### config.mk
export PLATFORM = sky130hd
export DESIGN_NAME = demultiplexer_dispatch_flat
export DESIGN_NICKNAME = d
export VERILOG_FILES = /design/src/rtl/demultiplexer_dispatch_if.sv /design/src/rtl/demultiplexer_dispatch.sv /design/src/flat_wrapper.sv
export SDC_FILE = /design/constraint.sdc
export NUM_CORES = 1
export LEC_CHECK = 0
export ABC_AREA = 1
export CAP_MARGIN = 30
export CELL_PAD_IN_SITES_DETAIL_PLACEMENT = 1
export CELL_PAD_IN_SITES_GLOBAL_PLACEMENT = 1
export CORE_ASPECT_RATIO = 1.4
export CORE_UTILIZATION = 39
export DETAILED_ROUTE_END_ITERATION = 10
export HOLD_SLACK_MARGIN = 0.12
export PLACE_DENSITY = 0.86
export SLEW_MARGIN = 30
export SYNTH_ARGS = -nofsm -noshare
export SYNTH_HDL_FRONTEND = slang
export SYNTH_SLANG_ARGS = --single-unit
### constraint.sdc
create_clock -name clk -period 1.9 [get_ports clk]
set_clock_uncertainty 0.15 [all_clocks]
set_input_delay 0.38 -clock clk [delete_from_list [all_inputs] [get_ports clk]]
set_output_delay 0.38 -clock clk [all_outputs]
set_load 0.005 [all_outputs]
### src/rtl/demultiplexer_dispatch_if.sv
// rtl/demultiplexer_dispatch_if.sv - task stream and four-lane output bundle for the dispatcher
interface demultiplexer_dispatch_if #(
  parameter int DATA_W = 8,
  parameter int DEPTH  = 2
);
  localparam int CW = $clog2(DEPTH + 1);

  logic                in_valid;
  logic                in_ready;
  logic [DATA_W-1:0]   in_data;
  logic [1:0]          in_sel;
  logic [1:0]          grant_lane;
  logic [3:0]          out_valid;
  logic [3:0]          out_ready;
  logic [4*DATA_W-1:0] out_data;
  logic [4*CW-1:0]     lane_count;
  logic                busy;

  // Task source side plus lane consumers.
  modport master (
    output in_valid, in_data, in_sel, out_ready,
    input  in_ready, grant_lane, out_valid, out_data, lane_count, busy
  );

  // Dispatcher side.
  modport slave (
    input  in_valid, in_data, in_sel, out_ready,
    output in_ready, grant_lane, out_valid, out_data, lane_count, busy
  );
endinterface

### src/rtl/demultiplexer_dispatch.sv
// rtl/demultiplexer_dispatch.sv - 1:4 task dispatcher with per-lane FIFOs; DISPATCH_AUTO_SEL_EN enables round-robin lane choice
module demultiplexer_dispatch #(
  parameter int DATA_W = 8,
  parameter int DEPTH  = 2
) (
  input logic                     clk,
  input logic                     rst,
  demultiplexer_dispatch_if.slave bus
);
  localparam int AW = $clog2(DEPTH);
  localparam int CW = $clog2(DEPTH + 1);

  logic [DATA_W-1:0] mem_q [4][DEPTH];
  logic [AW-1:0]     wr_q [4];
  logic [AW-1:0]     wr_d [4];
  logic [AW-1:0]     rd_q [4];
  logic [AW-1:0]     rd_d [4];
  logic [CW-1:0]     cnt_q [4];
  logic [CW-1:0]     cnt_d [4];
  logic [DATA_W-1:0] head_q [4];
  logic [DATA_W-1:0] head_d [4];

  logic [3:0] full;
  logic [3:0] valid;
  logic [3:0] push;
  logic [3:0] pop;
  logic [1:0] grant;
  logic       ready;
  logic       accept;

  // Per-lane status decoded from the occupancy registers.
  always_comb begin
    full  = '0;
    valid = '0;
    for (int i = 0; i < 4; i++) begin
      full[i]  = (cnt_q[i] == CW'(DEPTH));
      valid[i] = (cnt_q[i] != '0);
    end
  end

`ifdef DISPATCH_AUTO_SEL_EN
  logic [1:0] rr_q;
  logic [1:0] rr_d;

  // Pick the first non-full lane starting at the round-robin pointer.
  always_comb begin
    logic [1:0] idx;
    grant = rr_q;
    ready = 1'b0;
    for (int k = 0; k < 4; k++) begin
      idx = rr_q + k[1:0];
      if (!ready && !full[idx]) begin
        grant = idx;
        ready = 1'b1;
      end
    end
    rr_d = (bus.in_valid && ready) ? grant + 2'd1 : rr_q;
  end

  // Round-robin pointer moves past the lane that just took a word.
  always_ff @(posedge clk or posedge rst) begin
    if (rst) begin
      rr_q <= '0;
    end else begin
      rr_q <= rr_d;
    end
  end
`else
  // Route strictly by the requested lane; readiness never looks at out_ready.
  always_comb begin
    grant = bus.in_sel;
    ready = !full[bus.in_sel];
  end
`endif

  // Handshake decode: one push lane per accept, any set of lanes may pop.
  always_comb begin
    accept = bus.in_valid & ready;
    push   = '0;
    pop    = '0;
    for (int i = 0; i < 4; i++) begin
      push[i] = accept && (grant == 2'(i));
      pop[i]  = valid[i] & bus.out_ready[i];
    end
  end

  // Lane next state; the head register mirrors FIFO[rdptr] and holds when the lane drains.
  always_comb begin
    for (int i = 0; i < 4; i++) begin
      wr_d[i]   = wr_q[i] + AW'(push[i]);
      rd_d[i]   = rd_q[i] + AW'(pop[i]);
      cnt_d[i]  = cnt_q[i] + CW'(push[i]) - CW'(pop[i]);
      head_d[i] = head_q[i];
      if (cnt_d[i] != '0) begin
        // A push lands on the new head slot only when the lane ends up holding just that word.
        head_d[i] = (push[i] && (wr_q[i] == rd_d[i])) ? bus.in_data : mem_q[i][rd_d[i]];
      end
    end
  end

  // Pointer, occupancy and head registers; reset drops everything stored.
  always_ff @(posedge clk or posedge rst) begin
    if (rst) begin
      for (int i = 0; i < 4; i++) begin
        wr_q[i]   <= '0;
        rd_q[i]   <= '0;
        cnt_q[i]  <= '0;
        head_q[i] <= '0;
      end
    end else begin
      for (int i = 0; i < 4; i++) begin
        wr_q[i]   <= wr_d[i];
        rd_q[i]   <= rd_d[i];
        cnt_q[i]  <= cnt_d[i];
        head_q[i] <= head_d[i];
      end
    end
  end

  // FIFO storage is only ever read behind a valid count, so it needs no reset.
  always_ff @(posedge clk) begin
    for (int i = 0; i < 4; i++) begin
      if (push[i]) begin
        mem_q[i][wr_q[i]] <= bus.in_data;
      end
    end
  end

  // Flatten lane state onto the bus.
  always_comb begin
    bus.out_data   = '0;
    bus.lane_count = '0;
    for (int i = 0; i < 4; i++) begin
      bus.out_data[i*DATA_W +: DATA_W] = head_q[i];
      bus.lane_count[i*CW +: CW]       = cnt_q[i];
    end
    bus.out_valid  = valid;
    bus.busy       = |valid;
    bus.in_ready   = ready;
    bus.grant_lane = grant;
  end
endmodule

### src/flat_wrapper.sv
// flat-port wrapper written by rule: the top's interface ports become plain ports
module demultiplexer_dispatch_flat 
#(
  parameter int DATA_W = 8,
  parameter int DEPTH  = 2
)
  (clk, rst, bus_in_valid, bus_in_data, bus_in_sel, bus_out_ready, bus_in_ready, bus_grant_lane, bus_out_valid, bus_out_data, bus_lane_count, bus_busy);
  demultiplexer_dispatch_if #(.DATA_W(DATA_W), .DEPTH(DEPTH)) bus_i ();
  input logic clk;
  input logic rst;
  input wire logic [$bits(bus_i.in_valid)-1:0] bus_in_valid;
  input wire logic [$bits(bus_i.in_data)-1:0] bus_in_data;
  input wire logic [$bits(bus_i.in_sel)-1:0] bus_in_sel;
  input wire logic [$bits(bus_i.out_ready)-1:0] bus_out_ready;
  output wire logic [$bits(bus_i.in_ready)-1:0] bus_in_ready;
  output wire logic [$bits(bus_i.grant_lane)-1:0] bus_grant_lane;
  output wire logic [$bits(bus_i.out_valid)-1:0] bus_out_valid;
  output wire logic [$bits(bus_i.out_data)-1:0] bus_out_data;
  output wire logic [$bits(bus_i.lane_count)-1:0] bus_lane_count;
  output wire logic [$bits(bus_i.busy)-1:0] bus_busy;
  assign bus_i.in_valid = bus_in_valid;
  assign bus_i.in_data = bus_in_data;
  assign bus_i.in_sel = bus_in_sel;
  assign bus_i.out_ready = bus_out_ready;
  assign bus_in_ready = bus_i.in_ready;
  assign bus_grant_lane = bus_i.grant_lane;
  assign bus_out_valid = bus_i.out_valid;
  assign bus_out_data = bus_i.out_data;
  assign bus_lane_count = bus_i.lane_count;
  assign bus_busy = bus_i.busy;
  demultiplexer_dispatch #(.DATA_W(DATA_W), .DEPTH(DEPTH)) u_core (.clk(clk), .rst(rst), .bus(bus_i));
endmodule
# Yosys cells after proc, flatten, opt, wreduce, memory -nomap -nowiden
# Memories as Yosys holds them, arrays and structs flattened.
# Index checks and enable logic that the tools add are counted.
# word_totals
input_bits	17
elab_cells	139
n_memories	1
regBits	48
ram_bits	64
output_inout_bits	48
# mem_list
memory	depth	width	read_ports	rd_ports_with_merged_regs	wr	line	source
u_core.mem_q	4	16	4	0	1	demultiplexer_dispatch.sv:13	logic [DATA_W-1:0] mem_q [4][DEPTH];
# op_classes
n_addsub	16
eq_ne	11
reduce_logical	26
bitwise_logic	13
magnitude_cmp	13
muxes	43
# op_table
op	count
two-way mux 16 bit	10
two-way mux 8 bit	20
OR reduction 16 bit	3
demux 8 bit (select 1 bit)	4
>= comparator 2 bit, second input constant	8
inverter 1 -> 2 bit	8
nonzero test 2 bit	8
== test 2 bit, second input constant	6
logical AND 1 bit	12
adder 1 bit	8
adder 2 x 1 -> 2 bit	4
< comparator 2 x 1 -> 1 bit, second input constant	4
subtractor 2 x 1 -> 2 bit	4
two-way mux 2 bit	3
AND 1 bit	5
two-way mux 1 bit	5
== test 1 bit	4
OR reduction 4 bit	1
< comparator 2 x 3 -> 1 bit, second input constant	1
binary-select mux 1 bit (select 2 bit)	1
== test 2 x 1 -> 1 bit, second input constant	1
zero test 2 bit	1
zero test 1 bit	1

# Logic depth before layout (Yosys ltp)
# Gate-level depths: netlist of the first run.
# depth
ltp_word	12
ltp_mapped	12
mapped_depth_nobuf	12

# Least setup slack after synthesis of the first run
# No wires, ideal clock.
# synth_timing
kind	reg2reg
startpoint	register u_core.cnt_q (netlist bit u_core.bus.lane_count[3])
endpoint	memory u_core.mem_q[2][10] (netlist name) (enable)
slack_ps	-25
setup_ps	370
arrival_time_ps	1405
synth_period_minus_slack_ps	1925
n_path_buf	0
path_stages_with_launch	8
t_required_ps	1380
path_cell_list	dfrtp_1 > inv_1 > nor2_1 > nand2_1 > nand2_1 > nor2_4 > nand3_1 > nor2_1
# synth_between
elab_chain_cells	12
word_cells_on_any_way	26
classes_between	eq/ne (1); mux (16); bitwise (1); reduce/logical (8)
# synth_lines
element	line	source
start, declared	demultiplexer_dispatch.sv:18	logic [CW-1:0] cnt_q [4];
start signal, assigned by index	demultiplexer_dispatch.sv:114	cnt_q[i] <= cnt_d[i];
== test 2 bit *	demultiplexer_dispatch.sv:36	full[i] = (cnt_q[i] == CW'(DEPTH));
binary-select mux 1 bit (select 2 bit) *	demultiplexer_dispatch.sv:72	ready = !full[bus.in_sel];
two-way mux 1 bit (implied by the code) *	demultiplexer_dispatch.sv:72	
zero test 1 bit *	demultiplexer_dispatch.sv:72	
named net bus_in_ready	flat_wrapper.sv:15	output wire logic [$bits(bus_i.in_ready)-1:0] bus_in_ready;
AND 1 bit *	demultiplexer_dispatch.sv:78	accept = bus.in_valid & ready;
logical AND 1 bit	demultiplexer_dispatch.sv:82	push[i] = accept && (grant == 2'(i));
two-way mux 1 bit	demultiplexer_dispatch.sv:123	if (push[i]) begin
two-way mux 16 bit (implied by the code)	demultiplexer_dispatch.sv:124	mem_q[i][wr_q[i]] <= bus.in_data;
OR reduction 16 bit (no line)	--	
two-way mux 2 bit (no line) / two-way mux 16 bit (equally long branches) (3 in a row)	--	
end, declared	demultiplexer_dispatch.sv:13	
# The timed path passes the listed nets; every way through them passes the cells marked *. The select of a mux whose other input is x is not followed.

==> impl_summary.txt, run 1 <==
----------------------------------------------------
[Run status]
  Status ... finished with violations
  Failing checks ... setup timing

[STA]
  Time the final worst path needs with I/O delays and setup ... 2.22 ns
  # setup viols final ... 112
  Max Fclk ... 0.451 GHz
  Actual transition at the worst max-transition pin ... 0.420 ns
  Final Slew Violations ... 0
  Final hold vios ... 0
  Slew Limit Headroom ... 71.9%
  Setup repair after global routing missed its margin ... yes
  Final worst-path cycle share ... 117%
  Fin worst setup slack ... -0.316 ns
  Hold_ws ... 0.230 ns

[Synth]
  Commonest cells post-synth ... 234 x sky130_fd_sc_hd__nand2_1, 91 x sky130_fd_sc_hd__nand3_1, 64 x sky130_fd_sc_hd__edfxtp_1
  Gate count of the mapped netlist ... 573
  Unique cell type count in the Yosys netlist ... 21
  Synth Area per Inst ... 9.30 um^2
  Number of flops mapped to enable cells by yosys ... 64
  Mapped Nets ... 594
  Share of flip-flops with an asynchronous set or reset after synthesis ... 42.9%
  Cell type with the highest aggregate area in the netlist ... sky130_fd_sc_hd__edfxtp_1
  Syn. warnings ... 0
  Sequential element share of the synthesized area ... between 50% and 60%
  Flops & latches, synth ... 112
  Netlist area before placement ... 0.00533 mm^2
  Biggest area contributors in the synthesized netlist ... sky130_fd_sc_hd__edfxtp_1 36%, sky130_fd_sc_hd__dfrtp_1 23%, sky130_fd_sc_hd__nand2_1 16%
  Area share of the largest cell type after synthesis ... roughly 36%
  Leading register cell type out of synthesis ... sky130_fd_sc_hd__edfxtp_1
  Cell with the most instances after synthesis ... sky130_fd_sc_hd__nand2_1

[Floorplanning]
  Chip height ... 140 um
  Area of the die ... 0.0141 mm^2
  Core area ... approximately 0.013 mm^2
  Effective utilization at floorplan ... approximately 40%
  Die outline width ... 101 um
  Site Rows ... 50
  Top-level port count ... 65

[Power]
  Sw Pwr ... 6950 uW
  Share of total power in sequential cells ... 25.3%
  Pwr/cell area ... roughly 1900 mW/mm^2
  Peak supply drop ... 1030 uV
  Leakage dissipation ... 0.00371 uW
  Logic pwr share ... 61.7%
  Total internal power ... between 8000 and 9000 uW
  Net switching share of the total power ... 45.6%
  Portion of total power attributed to the clock network ... 13.0%

[Layout]
  Fraction of final layout cells sized beyond drive strength 1 ... 38.9%
  Finished Core Util ... 61.8%
  Layout overhead on the synthesized area ... 54.5%
  Nets ... 784

[Global routing]
  Wire length of the first global-routing pass ... a little over 30000 um
  Grt ovf ... 0
  Antenna violations before repair ... 1
  GR Util All Layers ... 29.2%
  Vias in the first global route ... 5663
  Maximum number of pins on one net before global-route repair ... 49

[Route]
  Iter 0 DRT Violations ... 353
  Routed length per placed instance ... 26.0 um
  Final WL ... between 20000 and 25000 um
  Total via count after detailed routing ... 5414
  Number of nets with antenna violations after detailed routing ... 0
  First-pass iteration count of the detailed router ... 4
  Vias per cell ... ~5.7
  DRC violation count after routing ... 0

[Clock network]
  Library cell used as clock root buffer ... sky130_fd_sc_hd__clkbuf_16
  H-tree levels ... 3
  Max clock buf depth ... 2
  Clk_lat worst skew ... 0.35 ns
  CTS tree ... yes
  CTS buffer count ... 9
  Cts hold-fix bufs ... 0
  Clock-pin slew on the worst setup and hold paths ... roughly 0.08 ns
  Number of clock sinks ... 112

[Critical path]
  Kind of end point of the critical path ... flip-flop
  Highest net fanout along the worst path ... 8
  Worst setup SP type ... flip-flop
  Required time worst endpoint ... 1.98 ns
  Critical Path AT ... approximately 2.3 ns
  Worst Setup Path Type ... reg -> reg

[Placed design]
  Final GP Congestion ... between 0.8 and 0.9
  Half-perimeter wire length of the detailed placement result ... 11200 um
  Number of buffers inserted by port buffering ... 64

[Run]
  Max-capacitance violation count ... 0

[Worst hold path]
  Path type of the worst min-delay path ... in -> async

----------------------------------------------------
-- logic make-up (layout without fill, tap and decap cells) --
group / Yosys count / after routing / share of synthesized area [%]
and+or+nand+nor: 392 / 393 / 33.5
AOI/OAI and AO/OA: 2 / 2 / 0.610
DFF: 112 / 112 / 58.6
adders and majority gates: 4 / 4 / 0.939
other: 0 / 1 / 0
xor gates and xnor gates: 10 / 10 / 2.35
buffers and inverters: 53 / 246 / 4.01
-- registers in the layout, indices dropped and copies added, names as in the netlist --
name                   cells
u_core.bus.lane_count      8
u_core.rd_q                4
u_core.bus.out_data       32
u_core.mem_q              64
u_core.wr_q                4
-- critical path, stage by stage (launching register included) --
cell and delay, ns:
sky130_fd_sc_hd__dfrtp_1 0.44, sky130_fd_sc_hd__buf_4 0.18, sky130_fd_sc_hd__nor2_4 0.11, sky130_fd_sc_hd__buf_6 0.12
sky130_fd_sc_hd__nor2_4 0.04, sky130_fd_sc_hd__buf_4 0.15, sky130_fd_sc_hd__nand2_4 0.08, sky130_fd_sc_hd__nand2_4 0.06
sky130_fd_sc_hd__nand2_2 0.07, sky130_fd_sc_hd__nand2_2 0.07, sky130_fd_sc_hd__nor2_4 0.18, sky130_fd_sc_hd__inv_4 0.09
sky130_fd_sc_hd__nand2_1 0.10, sky130_fd_sc_hd__nand2_1 0.08, sky130_fd_sc_hd__nand2_1 0.09, sky130_fd_sc_hd__nand2_1 0.08
-- per-layer routing --
metal,vias to the layer above,GRT usage (%),part of all wire [%]
met5,-,0,0
met1,2715,32.0,35
met2,334,53.4,51
met4,0,15.8,6.9
li1,2242,-,-
met3,123,4.44,6.6
-- area by class of cell --
| class | instances | area [um^2] |
|---|---|---|
| timing repair buffer | 183 | 1860 |
| sequential | 112 | 3130 |
| clock buffer | 9 | 225 |
| antenna | 1 | 2.50 |
| inverter | 48 | 195 |
| tap | 182 | 228 |
| fill | 1446 | 5090 |
| clock inverter | 6 | 70.1 |
| multi-input combinational | 409 | 2530 |
-- what timing repair did --
action,4_1_cts,5_1_grt
gates cloned,1,1
pin swaps,16,36
setup endpoints to repair,119,111
buffers inserted,18,18
resized for setup,74,129
-- power by group through the flow --
stage	Clock (uW)	Combinational, uW	Sequential, uW
2_1_floorplan	0	3160	3650
3_3_place_gp	0	6030	3640
3_5_place_dp	0	6450	3690
4_1_cts	1900	7410	3670
5_1_grt	2060	9830	3880
6_report	1980	9410	3850
-- stage by stage --
| step | area, um^2 | std cells | worst slack, ns | power (uW) | TNS (ns) |
|---|---|---|---|---|---|
| after detailed placement | 6990 | 897 | -0.752 | 10100 | -63.04 |
| after global placement | 6990 | 897 | -0.513 | 9670 | -46.04 |
| after CTS | 7670 | 931 | -0.173 | 13000 | -5.57 |
| final | 8240 | 950 | -0.316 | 15200 | -20.08 |
| after floorplan | 5340 | 573 | -0.0251 | 6810 | -0.401 |
| after global routing | 8240 | 950 | -0.369 | 15800 | -23.88 |
-- layout by cell type (no fill, tap or decap), types with 2 or more instances in the layout --
master / count
sky130_fd_sc_hd__inv_1: 27
sky130_fd_sc_hd__nor2_2: 5
sky130_fd_sc_hd__nand3_2: 25
sky130_fd_sc_hd__nand3_4: 4
sky130_fd_sc_hd__xor2_1: 3
sky130_fd_sc_hd__edfxtp_1: 64
sky130_fd_sc_hd__o21ai_4: 2
sky130_fd_sc_hd__nand4_4: 2
sky130_fd_sc_hd__buf_6: 31
sky130_fd_sc_hd__nor2_4: 21
sky130_fd_sc_hd__clkinv_4: 4
sky130_fd_sc_hd__ha_4: 4
sky130_fd_sc_hd__inv_2: 16
sky130_fd_sc_hd__xor2_2: 5
sky130_fd_sc_hd__nand2_2: 44
sky130_fd_sc_hd__nand2_1: 199
sky130_fd_sc_hd__nor2_1: 5
sky130_fd_sc_hd__buf_12: 18
sky130_fd_sc_hd__dfrtp_2: 4
sky130_fd_sc_hd__nand2_4: 16
sky130_fd_sc_hd__dlygate4sd2_1: 6
sky130_fd_sc_hd__dfrtp_1: 44
sky130_fd_sc_hd__clkbuf_16: 9
sky130_fd_sc_hd__xor2_4: 2
sky130_fd_sc_hd__clkdlybuf4s50_1: 50
sky130_fd_sc_hd__clkbuf_2: 4
sky130_fd_sc_hd__buf_4: 71
sky130_fd_sc_hd__nand3_1: 66
sky130_fd_sc_hd__inv_4: 5
sky130_fd_sc_hd__nand4_1: 5
-- worst paths after layout --
path | startpoint | to | slack [ns] | depth (start not counted)
max | u_core.bus.lane_count[2] | u_core.bus.out_data[15] | -0.32 | 15
min | rst | u_core.bus.out_data[30] | 0.23 | 3
max reg2reg | u_core.bus.lane_count[2] | u_core.bus.out_data[15] | -0.32 | 15
min reg2reg | u_core.bus.out_data[26] | u_core.bus.out_data[26] | 0.37 | 2
max in group asynchronous | rst | u_core.bus.lane_count[0] | 1.07 | 3
min in group clk | u_core.bus.out_data[26] | u_core.bus.out_data[26] | 0.37 | 2
No activity file was read; power rests on OpenSTA's default activity.
==> run 2: changes to the inputs <==
--- a/config.mk
+++ b/config.mk
@@ -12,7 +12,6 @@
 export CORE_ASPECT_RATIO = 1.4
 export CORE_UTILIZATION = 39
 export DETAILED_ROUTE_END_ITERATION = 10
-export HOLD_SLACK_MARGIN = 0.12
 export PLACE_DENSITY = 0.86
 export SLEW_MARGIN = 30
 export SYNTH_ARGS = -nofsm -noshare
==> results of run 2 <==
Same layout as run 1: the final DEF is identical, and so are final timing and power.
